$ cat src/rtl/seq_det_pkg.sv
// Shared constants and helpers for the parametrised serial sequence detector.
package seq_det_pkg;

  // Values of the runtime ovl input
  localparam logic MODE_NOVL = 1'b0;
  localparam logic MODE_OVL  = 1'b1;

  // Legal parameter ranges
  localparam int W_MIN  = 2;
  localparam int W_MAX  = 32;
  localparam int CW_MIN = 1;
  localparam int CW_MAX = 16;

  // Pattern compare: equal on every bit position not marked don't-care in m.
  // Callers zero-extend to W_MAX; the zero upper bits of a and b always agree.
  function automatic logic masked_eq(input logic [W_MAX-1:0] a,
                                     input logic [W_MAX-1:0] b,
                                     input logic [W_MAX-1:0] m);
    return ((a ^ b) & ~m) == '0;
  endfunction

  // True when the pattern length and counter width are inside the supported range
  function automatic bit params_ok(input int w, input int cw);
    return (w >= W_MIN) && (w <= W_MAX) && (cw >= CW_MIN) && (cw <= CW_MAX);
  endfunction

endpackage

$ cat src/rtl/seq_hist.sv
// History holder: W-bit serial shift register plus a saturating fill count.
// Presents the next-state history so the parent can compare in the same cycle.
module seq_hist #(
  parameter int W   = 4,
  parameter int FCW = $clog2(W + 1)
) (
  input  logic           c,
  input  logic           r,
  input  logic           en,
  input  logic           x,
  input  logic           clr,
  input  logic           rst_fill,
  output logic [W-1:0]   nsr,
  output logic [FCW-1:0] nfc,
  output logic           fill
);

  localparam logic [FCW-1:0] FC_FULL = FCW'(W);

  logic [W-1:0]   sr;
  logic [FCW-1:0] fc;

  // Next history and fill count if the current bit is accepted
  always_comb begin
    // NOTE: every output is assigned on every path, so no latch is inferred.
    nsr = {sr[W-2:0], x};
    nfc = (fc == FC_FULL) ? fc : fc + 1'b1;
  end

  // History, fill count and registered fill flag; reset beats clear beats shift
  always_ff @(posedge c) begin
    // NOTE: non-blocking assignments so every register samples pre-edge values.
    if (!r) begin
      sr   <= '0;
      fc   <= '0;
      fill <= 1'b0;
    end else if (clr) begin
      sr   <= '0;
      fc   <= '0;
      fill <= 1'b0;
    end else if (en) begin
      sr <= nsr;
      if (rst_fill) begin
        fc   <= '0;
        fill <= 1'b0;
      end else begin
        fc   <= nfc;
        fill <= (nfc == FC_FULL);
      end
    end
  end

endmodule

$ cat src/rtl/seq_det_param.sv
// Parametrised serial sequence detector: programmable pattern with don't-care
// mask, overlapping or non-overlapping matching, registered match pulse and a
// saturating match counter.
module seq_det_param
  import seq_det_pkg::*;
#(
  parameter int W       = 4,
  parameter int CW      = 8,
  parameter int OVERLAP = 1
) (
  input  logic          c,
  input  logic          r,
  input  logic          en,
  input  logic          x,
  input  logic          clr,
  input  logic          ovl,
  input  logic [W-1:0]  pat,
  input  logic [W-1:0]  msk,
  output logic          y,
  output logic [CW-1:0] cnt,
  output logic          sat,
  output logic          fill
);

  localparam int FCW = $clog2(W + 1);

  // Reject unsupported configurations at elaboration time
  if (!params_ok(W, CW) || (OVERLAP != 0 && OVERLAP != 1)) begin : g_param_err
    $error("seq_det_param: W must be 2..32, CW 1..16, OVERLAP 0 or 1");
  end

  logic [W-1:0]   nsr;
  logic [FCW-1:0] nfc;
  logic           hit;
  logic           rst_fill;
  logic [CW-1:0]  cnt_inc;

  seq_hist #(.W(W), .FCW(FCW)) u_hist (
    .c        (c),
    .r        (r),
    .en       (en),
    .x        (x),
    .clr      (clr),
    .rst_fill (rst_fill),
    .nsr      (nsr),
    .nfc      (nfc),
    .fill     (fill)
  );

  // Match on the history including this cycle's bit; pat, msk and ovl sampled now
  always_comb begin
    hit      = en && !clr && (nfc == FCW'(W))
               && masked_eq(W_MAX'(nsr), W_MAX'(pat), W_MAX'(msk));
    rst_fill = hit && (ovl == MODE_NOVL);
    cnt_inc  = cnt + 1'b1;
  end

  // Registered match pulse and saturating counter with sticky saturation flag
  always_ff @(posedge c) begin
    if (!r) begin
      y   <= 1'b0;
      cnt <= '0;
      sat <= 1'b0;
    end else if (clr) begin
      y   <= 1'b0;
      cnt <= '0;
      sat <= 1'b0;
    end else begin
      y <= hit;
      if (hit && !sat) begin
        cnt <= cnt_inc;
        sat <= &cnt_inc;
      end
    end
  end

endmodule

$ cat config.mk
export PLATFORM = sky130hd
export DESIGN_NAME = seq_det_param
export DESIGN_NICKNAME = d
export VERILOG_FILES = /design/src/rtl/seq_det_pkg.sv /design/src/rtl/seq_hist.sv /design/src/rtl/seq_det_param.sv
export SDC_FILE = /design/constraint.sdc
export NUM_CORES = 1
export LEC_CHECK = 0
export BUFFER_PORTS_ARGS = -buffer_cell sky130_fd_sc_hd__buf_2
export CAP_MARGIN = 0
export CELL_PAD_IN_SITES_DETAIL_PLACEMENT = 1
export CELL_PAD_IN_SITES_GLOBAL_PLACEMENT = 1
export CORE_UTILIZATION = 33
export DETAILED_ROUTE_END_ITERATION = 8
export GPL_TIMING_DRIVEN = 0
export HOLD_SLACK_MARGIN = 0.05
export PLACE_DENSITY = 0.77
export SLEW_MARGIN = 20
export SYNTH_ARGS = -nofsm -noshare
export SYNTH_HDL_FRONTEND = slang
export SYNTH_SLANG_ARGS = --single-unit
$ cat constraint.sdc
create_clock -name c -period 2 [get_ports c]
set_clock_uncertainty 0.1 [all_clocks]
set_input_delay 0.1 -clock c [delete_from_list [all_inputs] [get_ports c]]
set_output_delay 0.1 -clock c [all_outputs]
set_load 0.1 [all_outputs]
* Word level (Yosys, flattened, before mapping)
Cells that the tools add are included.
** Word-level totals
- Input port bits :: 14
- Register bits :: 17
- Output and inout port bits :: 11
- Logic and storage cells :: 28
** Cells by class
- Multiplexer cells :: 3
- Bitwise gates (word level) :: 5
- Add/sub/neg operators :: 2
- Equality and inequality tests :: 2
- Reductions and logical operators :: 10
** Operators with widths (number)
- $and 4x32->32 :: 1
- $logic_not 32->1 :: 1
- $not 4->32 :: 1
- $add 8x1->8 const B :: 1
- $reduce_and 8->1 :: 1
- $eq 3x3->1 const B :: 2
- $mux 3 :: 2
- $logic_and 1x1->1 :: 5
- $xor 4x4->4 :: 1
- $add 3x1->3 const B :: 1
- $logic_not 1->1 :: 2
- $not 1->1 :: 2
- $reduce_or 2->1 :: 1
- $mux 1 :: 1

* Depth between registers and ports, before layout
Gate-level depths: netlist (run 1).
- Word-level depth :: 7
- Depth in mapped cells :: 8
- Depth with buffers taken out :: 7

* Modules after synthesis
A second synthesis (run 1) with hierarchy kept.
** Unflattened totals
- Cell total of the unflattened synthesis :: 120
- Area, all modules :: 1052.3 um2
** By module, submodules not included
- seq_det_param :: seq. area each 200.2 um2, instances 1, area an instance 688.2 um2, cells each 82
- seq_hist :: seq. area each 140.1 um2, instances 1, area an instance 364.1 um2, cells each 38

* Worst setup path after synthesis (run 1)
Ideal clock, no wire load.
- Kind :: flip-flop to flip-flop
- From :: register cnt[1]
- To :: register cnt[6]
- Arrival :: 2.316 ns
- Setup time :: 0.071 ns
- Cell stages (with the launch flop) :: 6
- Path slack :: -0.486 ns
- Cells stage by stage :: dfxtp_1 ha_1 nand3_1 or2_2 or4_1 a21oi_1
** Between the ends
- Word-level cells in the longest chain between the ends :: 1
** Ends and longest elaborated chain
- start: declaration :: line seq_det_param.sv:20 : output logic [CW-1:0] cnt,
- start signal: assignment :: line seq_det_param.sv:71 : cnt <= cnt_inc;
- $add 8x1->8 :: line seq_det_param.sv:55 : cnt_inc = cnt + 1'b1;
Every way passes these cells.
A chain may end at the register's enable or synchronous reset.

* Worst setup path after layout (run 1)
- From :: register u_hist.sr[0]
- To :: register cnt[6]
** Between the ends
- Word-level cells in the longest chain between the ends :: 5
** Ends and longest elaborated chain
- start: declaration :: line seq_hist.sv:20 : logic [W-1:0] sr;
- start signal: assignment :: line seq_hist.sv:42 : sr <= nsr;
- $xor 4x4->4 :: line seq_det_pkg.sv:19 : return ((a ^ b) & ~m) == '0;
- $and 4x32->32 :: line seq_det_pkg.sv:19
- $logic_not 32->1 :: line seq_det_pkg.sv:19
- $logic_and 1x1->1 :: line seq_det_param.sv:53 : && masked_eq(W_MAX'(nsr), W_MAX'(pat), W_MAX'(msk));
- $logic_and 1x1->1 :: line seq_det_param.sv:70 : if (hit && !sat) begin
Every way passes these cells.

==> results_dict.tcl, run 1 <==
set metrics [dict create \
    status "finished with violations" \
    violations "negative setup slack" \
    period_share_pct 101.1 \
    antenna_cells 0 \
    synthesis.area_um2 923.4 \
    drt_pass1_iterations 4 \
    antenna_left 0 \
    intPower_mw 0.4448 \
    met3_usage_pct 4.098 \
    synth.largest_area_cell "dfxtp_1" \
    p_per_area_nw_per_um2 495.5 \
    final_hold_viol_count 0 \
    slowest_stage "or4_4" \
    async_flop_share_pct 0 \
    root_buffer "clkbuf_4" \
    clockBufferDepth 2 \
    synth_area_leaders "dfxtp_1 37%, xor2_1 5.7%, ha_1 5.4%, a21oi_1 4.3%, mux2i_1 4.3%" \
    critPathMaxFanout 4 \
    synthTopCellsByCount "17 x dfxtp_1, 8 x a21oi_1, 7 x inv_1, 7 x nor2_1, 6 x xor2_1" \
    grt_max_degree 11 \
    power.share.sequential_pct 55.9 \
    synth.most_common_cell "dfxtp_1" \
    fp.coreArea_um2 2567 \
    die_w_um 54.90 \
    critPathLaunchType "flip-flop" \
    relSlewSlack_pct 60.73 \
    tightest_slew_ns 0.5890 \
    grt_pass1_vias 913 \
    crit_chain "xor2_1, a222oi_1, nand4_1, buf_4, or4_4, a21oi_2" \
    clock_latency_ns 0.31 \
    remaining_drc_errors 0 \
    switching_share_pct 27.02 \
    dp.final_hpwl_um 1759 \
    cts_tree "built" \
    fill_cells 339 \
    port_buffers 23 \
    drive_above_1_share_pct 38.30 \
    max_cap_violations 0 \
    std_cell_rows 18 \
    power.leakage_nw 0.5062 \
    crit_family "simple AND/OR/NAND/NOR gates" \
    synth_ff_type "dfxtp_1" \
    syn-num-nets 124 \
    antenna_found_initial 0 \
    critPathKind "reg -> reg" \
    globalRouteOverflowTotal 0 \
    wl_per_cell_um 15.25 \
    grt_use_total_pct 19.25 \
    ioPinCount 25 \
    htree_levels 1 \
    num_vias 920 \
    cp-end-kind "flip-flop" \
    wirelength_um 2608 \
    grt_use_met1_pct 22.19 \
    clk_pin_slew_worst_paths_ns 0.12 \
    peakVddDrop_mv 0.3234 \
    synth-seq-cells 17 \
    synth.distinct_cells 28 \
    ys_seq_area_share_pct 36.86 \
    die_h_um 54.90 \
    avgSynthCellArea_um2 8.711 \
    cp.required_ns 2.15 \
    arrival_ns 2.17 \
    fin_hold_ws_ns 0.06743 \
    via_per_inst 5.380 \
    top_usage_layer "met2" \
    setup-violations-final 4 \
    cts_made_buffers 3 \
    synth_warnings 0 \
    rsz0062_at_grt "yes" \
    max_freq_mhz 494.6 \
    clockPowerShare_pct 34.1 \
    finalSetupTns_ns -0.05856 \
    switchingPower_mw 0.1647 \
    start_util_pct 35.96 \
    synth_top_cell_area_share_pct 36.86 \
    met2_usage_pct 34.34 \
    cpPeakStageDelay_ns 0.48 \
    p_comb_share_pct 10.1 \
    nets 160 \
    die_area_um2 3013 \
    grt_pass1_wl_um 3995 \
    synthCells 106 \
    setup_slack_ns -0.02179 \
    hold_class "in -> reg" \
    synth-edff-count 0 \
    path_buf_inv 1 \
    drtIter0Drc 16 \
    area_growth_pct 33.20 \
    routabilityCongestion 0.7646 \
    period_minus_slack_ns 2.022 \
    cts.sinks 17 \
    drv_slew 0 \
]
==> final cells by class <==
type,count,area (µm²),share of cell area (%)
flip-flops and latches,17,357.8,29.09
repair buffers,31,182.7,14.85
plain buffers,4,15.01,1.221
clock buffers,3,22.52,1.831
well taps,30,37.54,3.052
multi-input cells,78,583.1,47.41
clock inverters,1,5.005,0.4069
inverters,7,26.28,2.136
==> what timing repair did <==
action | in CTS | in global routing
endpoints found under the setup margin | 12 | 6
hold endpoints to repair | 5 | 0
setup buffers | 4 | 1
hold buffers | 3 | 0
resized for setup | 9 | 6
cloned | 0 | 0
pin swaps | 9 | 3
==> sequential cells by signal (all words and copies together), names as in the netlist <==
name	cells
cnt	8
sat	1
u_hist.fc	3
u_hist.fill	1
u_hist.sr	3
y	1
==> per-stage QoR <==
stage	setup slack, ns	instances	instance area, µm²	power [mW]	util (%)
2_1_floorplan	0.07186	106	937.1	0.3753	-
3_3_place_gp	-0.2478	159	1090	0.3942	42.45
3_5_place_dp	-0.3151	159	1090	0.3973	42.45
4_1_cts	-0.02405	170	1204	0.6108	46.88
5_1_grt	-0.1319	171	1230	0.6348	47.90
6_report	-0.02179	171	1230	0.6094	47.90
==> power groups by stage <==
stage	logic (mW)	registers (mW)	clock network, mW
5_1_grt	0.0686	0.341	0.225
2_1_floorplan	0.0277	0.348	0
3_5_place_dp	0.0492	0.348	0
3_3_place_gp	0.0462	0.348	0
6_report	0.0613	0.340	0.208
4_1_cts	0.0589	0.340	0.211
==> cells in the final DEF (no fill, tap or decap), types with 3 or more instances in the layout <==
cell type      synthesis  layout
a21oi_1                8       5
a21oi_2                0       3
buf_2                  0      23
buf_4                  0       5
clkbuf_1               4       4
clkbuf_4               0       3
dfxtp_1               17       7
dfxtp_2                0       8
dlygate4sd3_1          0       3
inv_1                  7       5
mux2i_1                4       4
nand2_1                5       5
nand2b_1               3       3
nand3_1                3       3
nand3b_1               4       4
nor2_1                 7       7
o21ai_0                5       5
o31ai_1                4       4
or4_4                  0       3
xnor2_1                3       3
xor2_1                 6       6
==> tightest hold or removal path: cells and delay by family <==
family	cells	cell delay [ns]
AO/OA/AOI/OAI	1	0.11
buffers and inverters	1	0.10
AND/OR/NAND/NOR	2	0.15
==> cell families after synthesis <==
kind of cell	Yosys count	synth area share [%]
XOR/XNOR	9	8.537
AO/OA/AOI/OAI	22	15.04
buffers and inverters	11	4.472
adder cells (fa/ha/maj)	4	5.420
flip-flops	17	36.86
AND/OR/NAND/NOR	39	25.34
multiplexers	4	4.336
==> metal layers <==
layer / up-vias / wire length, µm
met5: - / 0
met4: 0 / 36
met3: 5 / 97
met2: 21 / 1322
met1: 439 / 1151
li1: 455 / -
==> path summary, 6_finish.rpt <==
path                        startpoint                        to  slack [ns]  cells after the start
max          u_hist.sr[0]$_SDFFE_PP0P_       cnt[6]$_SDFFE_PP0P_       -0.02                      6
min                                clr       cnt[2]$_SDFFE_PP0P_        0.07                      4
max reg2reg  u_hist.sr[0]$_SDFFE_PP0P_       cnt[6]$_SDFFE_PP0P_       -0.02                      6
min reg2reg   u_hist.fill$_SDFFE_PP0P_  u_hist.fill$_SDFFE_PP0P_        0.41                      2
Note: power is estimated with default switching activity, not from simulation.
==> run 2, diff against run 1 <==
--- a/config.mk
+++ b/config.mk
@@ -14,6 +14,7 @@
 export GPL_TIMING_DRIVEN = 0
 export HOLD_SLACK_MARGIN = 0.05
 export PLACE_DENSITY = 0.77
+export REMOVE_ABC_BUFFERS = 1
 export SLEW_MARGIN = 20
 export SYNTH_ARGS = -nofsm -noshare
 export SYNTH_HDL_FRONTEND = slang
==> results_dict.tcl, run 2 (synthesis results as in run 1) <==
set metrics [dict create \
    clockPowerShare_pct 31.8 \
    nets 163 \
    period_share_pct 105.9 \
    num_vias 917 \
    grt_pass1_wl_um 3995 \
    clk_pin_slew_worst_paths_ns 0.11 \
    die_w_um 54.90 \
    dp.final_hpwl_um 1592 \
    via_per_inst 5.270 \
    top_register "cnt" \
    period_minus_slack_ns 2.117 \
    routabilityCongestion 0.7011 \
    critPathLaunchType "flip-flop" \
    rsz0062_at_grt "yes" \
    cp-end-kind "flip-flop" \
    clock_latency_ns 0.29 \
    fin_hold_ws_ns 0.08389 \
    final_cell_mix "24 x buf_2, 15 x dfxtp_1, 11 x buf_4, 6 x xor2_1" \
    root_buffer "clkbuf_4" \
    start_util_pct 35.96 \
    grt_max_degree 18 \
    power.leakage_nw 0.5373 \
    top_regs "cnt (8), u_hist.fc (3), u_hist.sr (3)" \
    antenna_left 0 \
    intPower_mw 0.4449 \
    clockBufferDepth 2 \
    violations "negative setup slack" \
    die_h_um 54.90 \
    wl_per_cell_um 15.40 \
    hp-start "en" \
    remaining_drc_errors 0 \
    cpPeakStageDelay_ns 0.48 \
    cts_tree "built" \
    grt_pass1_vias 909 \
    p_per_area_nw_per_um2 460.1 \
    area_growth_pct 39.70 \
    status "finished with violations" \
    drv_slew 0 \
    hold_class "in -> reg" \
    cts_made_buffers 3 \
    max_freq_mhz 472.3 \
    antenna_found_initial 0 \
    switching_share_pct 25.04 \
    cts.sinks 17 \
    power.share.sequential_pct 57.7 \
    grt_use_total_pct 18.93 \
    drt_pass1_iterations 4 \
    wirelength_um 2680 \
    ioPinCount 25 \
    peakVddDrop_mv 0.3025 \
    arrival_ns 2.25 \
    relSlewSlack_pct 56.07 \
    final_hold_viol_count 0 \
    std_cell_rows 18 \
    max_cap_violations 0 \
    crit_chain "inv_4, ha_4, nand4bb_1, o211ai_1, nand4_1, buf_6, or4_4, a21oi_2" \
    htree_levels 1 \
    critPathKind "reg -> reg" \
    reg2reg_from "u_hist.fc[0]$_SDFFE_PP0P_" \
    slowest_stage "or4_4" \
    path_buf_inv 2 \
    drtIter0Drc 7 \
    globalRouteOverflowTotal 0 \
    setup-violations-final 6 \
    crit_path_start "u_hist.fc[0]$_SDFFE_PP0P_" \
    port_buffers 24 \
    tightest_slew_ns 0.6589 \
    setup_slack_ns -0.1175 \
    finalSetupTns_ns -0.4461 \
    fp.coreArea_um2 2567 \
    largest_register_ffs 8 \
    p_total_mw 0.5936 \
    cp.required_ns 2.13 \
    die_area_um2 3013 \
    p_comb_share_pct 10.5 \
    crit_family "simple AND/OR/NAND/NOR gates" \
    critPathMaxFanout 8 \
    antenna_cells 0 \
    final_common_cell "buf_2" \
    switchingPower_mw 0.1486 \
    drive_above_1_share_pct 40.28 \
]
## run 2: layer usage
layer | global-route usage [%] | wire length (µm) | part of all wire (%)
met5 | 0 | 0 | 0
met4 | 5.000 | 12 | 0.45
met1 | 22.57 | 1228 | 46
met3 | 2.459 | 111 | 4.1
met2 | 35.14 | 1326 | 49
## run 2: layout make-up
| cell class | instances | area [µm²] |
|---|---|---|
| flip-flops and latches | 17 | 347.8 |
| clock inverters | 1 | 5.005 |
| multi-input cells | 78 | 614.3 |
| inverters | 7 | 28.78 |
| fillers | 319 | 1277 |
| well taps | 30 | 37.54 |
| repair buffers | 38 | 234.0 |
| clock buffers | 3 | 22.52 |
## run 2: timing repair
item                                   CTS  global route
hold buffers                             2             0
endpoints found under the hold margin    3             0
buffers inserted                        13             1
resized for setup                       15            12
pin swaps                               11             6
setup endpoints to repair               12            11
gates cloned                             1             0
## run 2: power groups by stage
stage / clock network, mW / registers, mW / logic, mW
floorplan: 0 / 0.350 / 0.0246
global placement: 0 / 0.351 / 0.0459
finish: 0.189 / 0.342 / 0.0621
CTS: 0.195 / 0.344 / 0.0569
detailed placement: 0 / 0.351 / 0.0473
global route: 0.214 / 0.343 / 0.0700
## run 2: final timing paths
path | end | slack, ns | cells past startpoint
worst min register to register | u_hist.fill$_SDFFE_PP0P_ | 0.40 | 2
worst max register to register | cnt[5]$_SDFFE_PP0P_ | -0.12 | 8
worst max-delay path | cnt[5]$_SDFFE_PP0P_ | -0.12 | 8
worst min-delay path | u_hist.fc[2]$_SDFFE_PP0P_ | 0.08 | 3
## run 2: per-stage QoR
stage | instances | worst slack [ns] | instance area [µm²] | utilization (%)
floorplan | 102 | -0.4900 | 908.4 | -
global placement | 156 | -0.4901 | 1066 | 41.52
global route | 174 | -0.1635 | 1290 | 50.24
CTS | 176 | -0.006303 | 1262 | 49.17
detailed placement | 156 | -0.6219 | 1066 | 41.52
finish | 174 | -0.1175 | 1290 | 50.24
## run 2: tightest hold or removal path, stage by stage
cell and delay [ns]:
buf_2 0.17, o2111ai_1 0.10, o21ai_1 0.07
==> run 3, diff against run 2 <==
--- a/config.mk
+++ b/config.mk
@@ -7,13 +7,11 @@
 export LEC_CHECK = 0
 export BUFFER_PORTS_ARGS = -buffer_cell sky130_fd_sc_hd__buf_2
 export CAP_MARGIN = 0
-export CELL_PAD_IN_SITES_DETAIL_PLACEMENT = 1
-export CELL_PAD_IN_SITES_GLOBAL_PLACEMENT = 1
-export CORE_UTILIZATION = 33
+export CORE_UTILIZATION = 45
 export DETAILED_ROUTE_END_ITERATION = 8
 export GPL_TIMING_DRIVEN = 0
 export HOLD_SLACK_MARGIN = 0.05
-export PLACE_DENSITY = 0.77
+export PLACE_DENSITY = 0.78
 export REMOVE_ABC_BUFFERS = 1
 export SLEW_MARGIN = 20
 export SYNTH_ARGS = -nofsm -noshare
==> results_dict.tcl, run 3 (synthesis results as in run 1) <==
set metrics [dict create \
    top_regs "cnt (8), u_hist.fc (3), u_hist.sr (3)" \
    intPower_mw 0.4445 \
    status "finished with violations" \
    grt_pass1_wl_um 3277 \
    reg2reg_from "u_hist.fc[0]$_SDFFE_PP0P_" \
    drtIter0Drc 23 \
    dp.final_hpwl_um 1325 \
    hp-start "en" \
    utilization_pct 67.07 \
    clockPowerShare_pct 32.4 \
    power.share.sequential_pct 57.8 \
    fill_cells 164 \
    critPathMaxFanout 7 \
    cts.sinks 17 \
    final_hold_viol_count 0 \
    regToRegSetupSlack_ns -0.08 \
    worstRegToRegCells 8 \
    switchingPower_mw 0.1503 \
    period_share_pct 103.8 \
    final_cells 171 \
    num_vias 922 \
    nets 163 \
    grt_max_degree 18 \
    peakVddDrop_mv 0.4015 \
    setup-violations-final 4 \
    hold_depth 3 \
    globalRouteOverflowTotal 0 \
    antenna_cells 0 \
    port_buffers 24 \
    top_register "cnt" \
    drv_slew 0 \
    whs_endpoint "u_hist.fc[2]$_SDFFE_PP0P_" \
    std_cell_rows 16 \
    die_h_um 47.30 \
    crit_chain "inv_4, ha_4, nand4bb_1, o211ai_1, nand4_1, buf_6, or4b_4, a21oi_2" \
    path_buf_inv 2 \
    largest_register_ffs 8 \
    crit_family "simple AND/OR/NAND/NOR gates" \
    antenna_left 0 \
    crit_path_start "u_hist.fc[0]$_SDFFE_PP0P_" \
    dp_cells 153 \
    die_w_um 47.30 \
    setup_slack_ns -0.07624 \
    critPathKind "reg -> reg" \
    slowest_stage "or4b_4" \
    rsz0062_at_grt "yes" \
    tightest_slew_ns 0.6509 \
    antenna_found_initial 0 \
    cp-end-kind "flip-flop" \
    cp.required_ns 2.13 \
    max_freq_mhz 481.6 \
    drive_above_1_share_pct 41.67 \
    remaining_drc_errors 0 \
    final_cell_mix "24 x buf_2, 14 x dfxtp_1, 11 x buf_4, 6 x nor2_1, 6 x xor2_1" \
    r2r_end "cnt[7]$_SDFFE_PP0P_" \
    fp.coreArea_um2 1942 \
    p_per_area_nw_per_um2 456.6 \
    cpPeakStageDelay_ns 0.48 \
    grt_use_total_pct 20.87 \
    start_util_pct 47.55 \
    die_area_um2 2237 \
    via_per_inst 5.392 \
    critPathLaunchType "flip-flop" \
    max_cap_violations 0 \
    clockBufferDepth 2 \
    hold_class "in -> reg" \
    violations "negative setup slack" \
    period_minus_slack_ns 2.076 \
    clock_latency_ns 0.30 \
    drt_pass1_iterations 4 \
    switching_share_pct 25.27 \
    ioPinCount 25 \
    clk_pin_slew_worst_paths_ns 0.11 \
    root_buffer "clkbuf_4" \
    relSlewSlack_pct 56.60 \
    cts_made_buffers 3 \
    final_common_cell "buf_2" \
    finalInstanceArea_um2 1303 \
    cts_tree "built" \
    area_growth_pct 41.06 \
    place_area_um2 1062 \
    wl_per_cell_um 12.98 \
    grt_pass1_vias 783 \
    routabilityCongestion 0.8528 \
    power.leakage_nw 0.5385 \
    arrival_ns 2.21 \
    wirelength_um 2220 \
    p_comb_share_pct 9.9 \
    htree_levels 1 \
]
==> run 3: routing by layer <==
metal | wire length (µm) | track usage (%) | vias up
met3 | 46 | 2.692 | 4
met5 | 0 | 0 | -
met4 | 43 | 9.714 | 0
li1 | - | - | 462
met1 | 1035 | 25.81 | 437
met2 | 1095 | 35.62 | 19
==> run 3: cell type report <==
| class | count | area, µm² | share of cell area (%) |
|---|---|---|---|
| Clock buffer | 3 | 22.52 | 1.729 |
| Tap cell | 27 | 33.78 | 2.594 |
| Timing Repair Buffer | 38 | 234.0 | 17.96 |
| Multi-Input combinational cell | 78 | 631.9 | 48.51 |
| Inverter | 7 | 28.78 | 2.209 |
| Sequential cell | 17 | 346.6 | 26.61 |
| Clock inverter | 1 | 5.005 | 0.3842 |
==> run 3: metrics by stage <==
step	power (mW)	hold slack (ns)	setup slack [ns]	setup TNS [ns]
6_report	0.5947	0.07685	-0.07624	-0.1147
5_1_grt	0.6204	0.09235	-0.1586	-0.7411
4_1_cts	0.5886	0.06990	0.005105	0
3_5_place_dp	0.3964	0.2730	-0.5300	-4.087
3_3_place_gp	0.3951	0.2749	-0.4488	-3.430
2_1_floorplan	0.3750	0.1472	-0.4900	-1.781
==> run 3: tightest hold or removal path, stage by stage <==
cell       delay [ns]
buf_2            0.17
o2111ai_1        0.09
o21ai_0          0.07
==> run 3: what timing repair did <==
item / in CTS / in global routing
buffers inserted: 12 / 2
gates resized for setup: 7 / 20
endpoints found under the hold margin: 3 / 0
cloned: 1 / 0
pin swaps: 4 / 16
endpoints found under the setup margin: 12 / 12
hold buffers: 2 / 0
==> run 3: how the worst max path moves through the flow <==
stage                                     endpoint  slack [ns]  cells past startpoint
after floorplan                cnt[6]$_SDFFE_PP0P_       -0.49                      5
after global placement         cnt[4]$_SDFFE_PP0P_       -0.45                      7
after detailed placement       cnt[7]$_SDFFE_PP0P_       -0.53                      7
after CTS                 u_hist.fill$_SDFFE_PP0P_       0.005                     12
after global routing           cnt[7]$_SDFFE_PP0P_       -0.16                      8
final                          cnt[7]$_SDFFE_PP0P_       -0.08                      8
==> run 3: power groups by stage <==
stage	sequential, mW	clock (mW)	combinational (mW)
finish	0.344	0.192	0.0587
floorplan	0.350	0	0.0246
global route	0.344	0.213	0.0634
global placement	0.351	0	0.0444
detailed placement	0.351	0	0.0454
CTS	0.343	0.194	0.0516
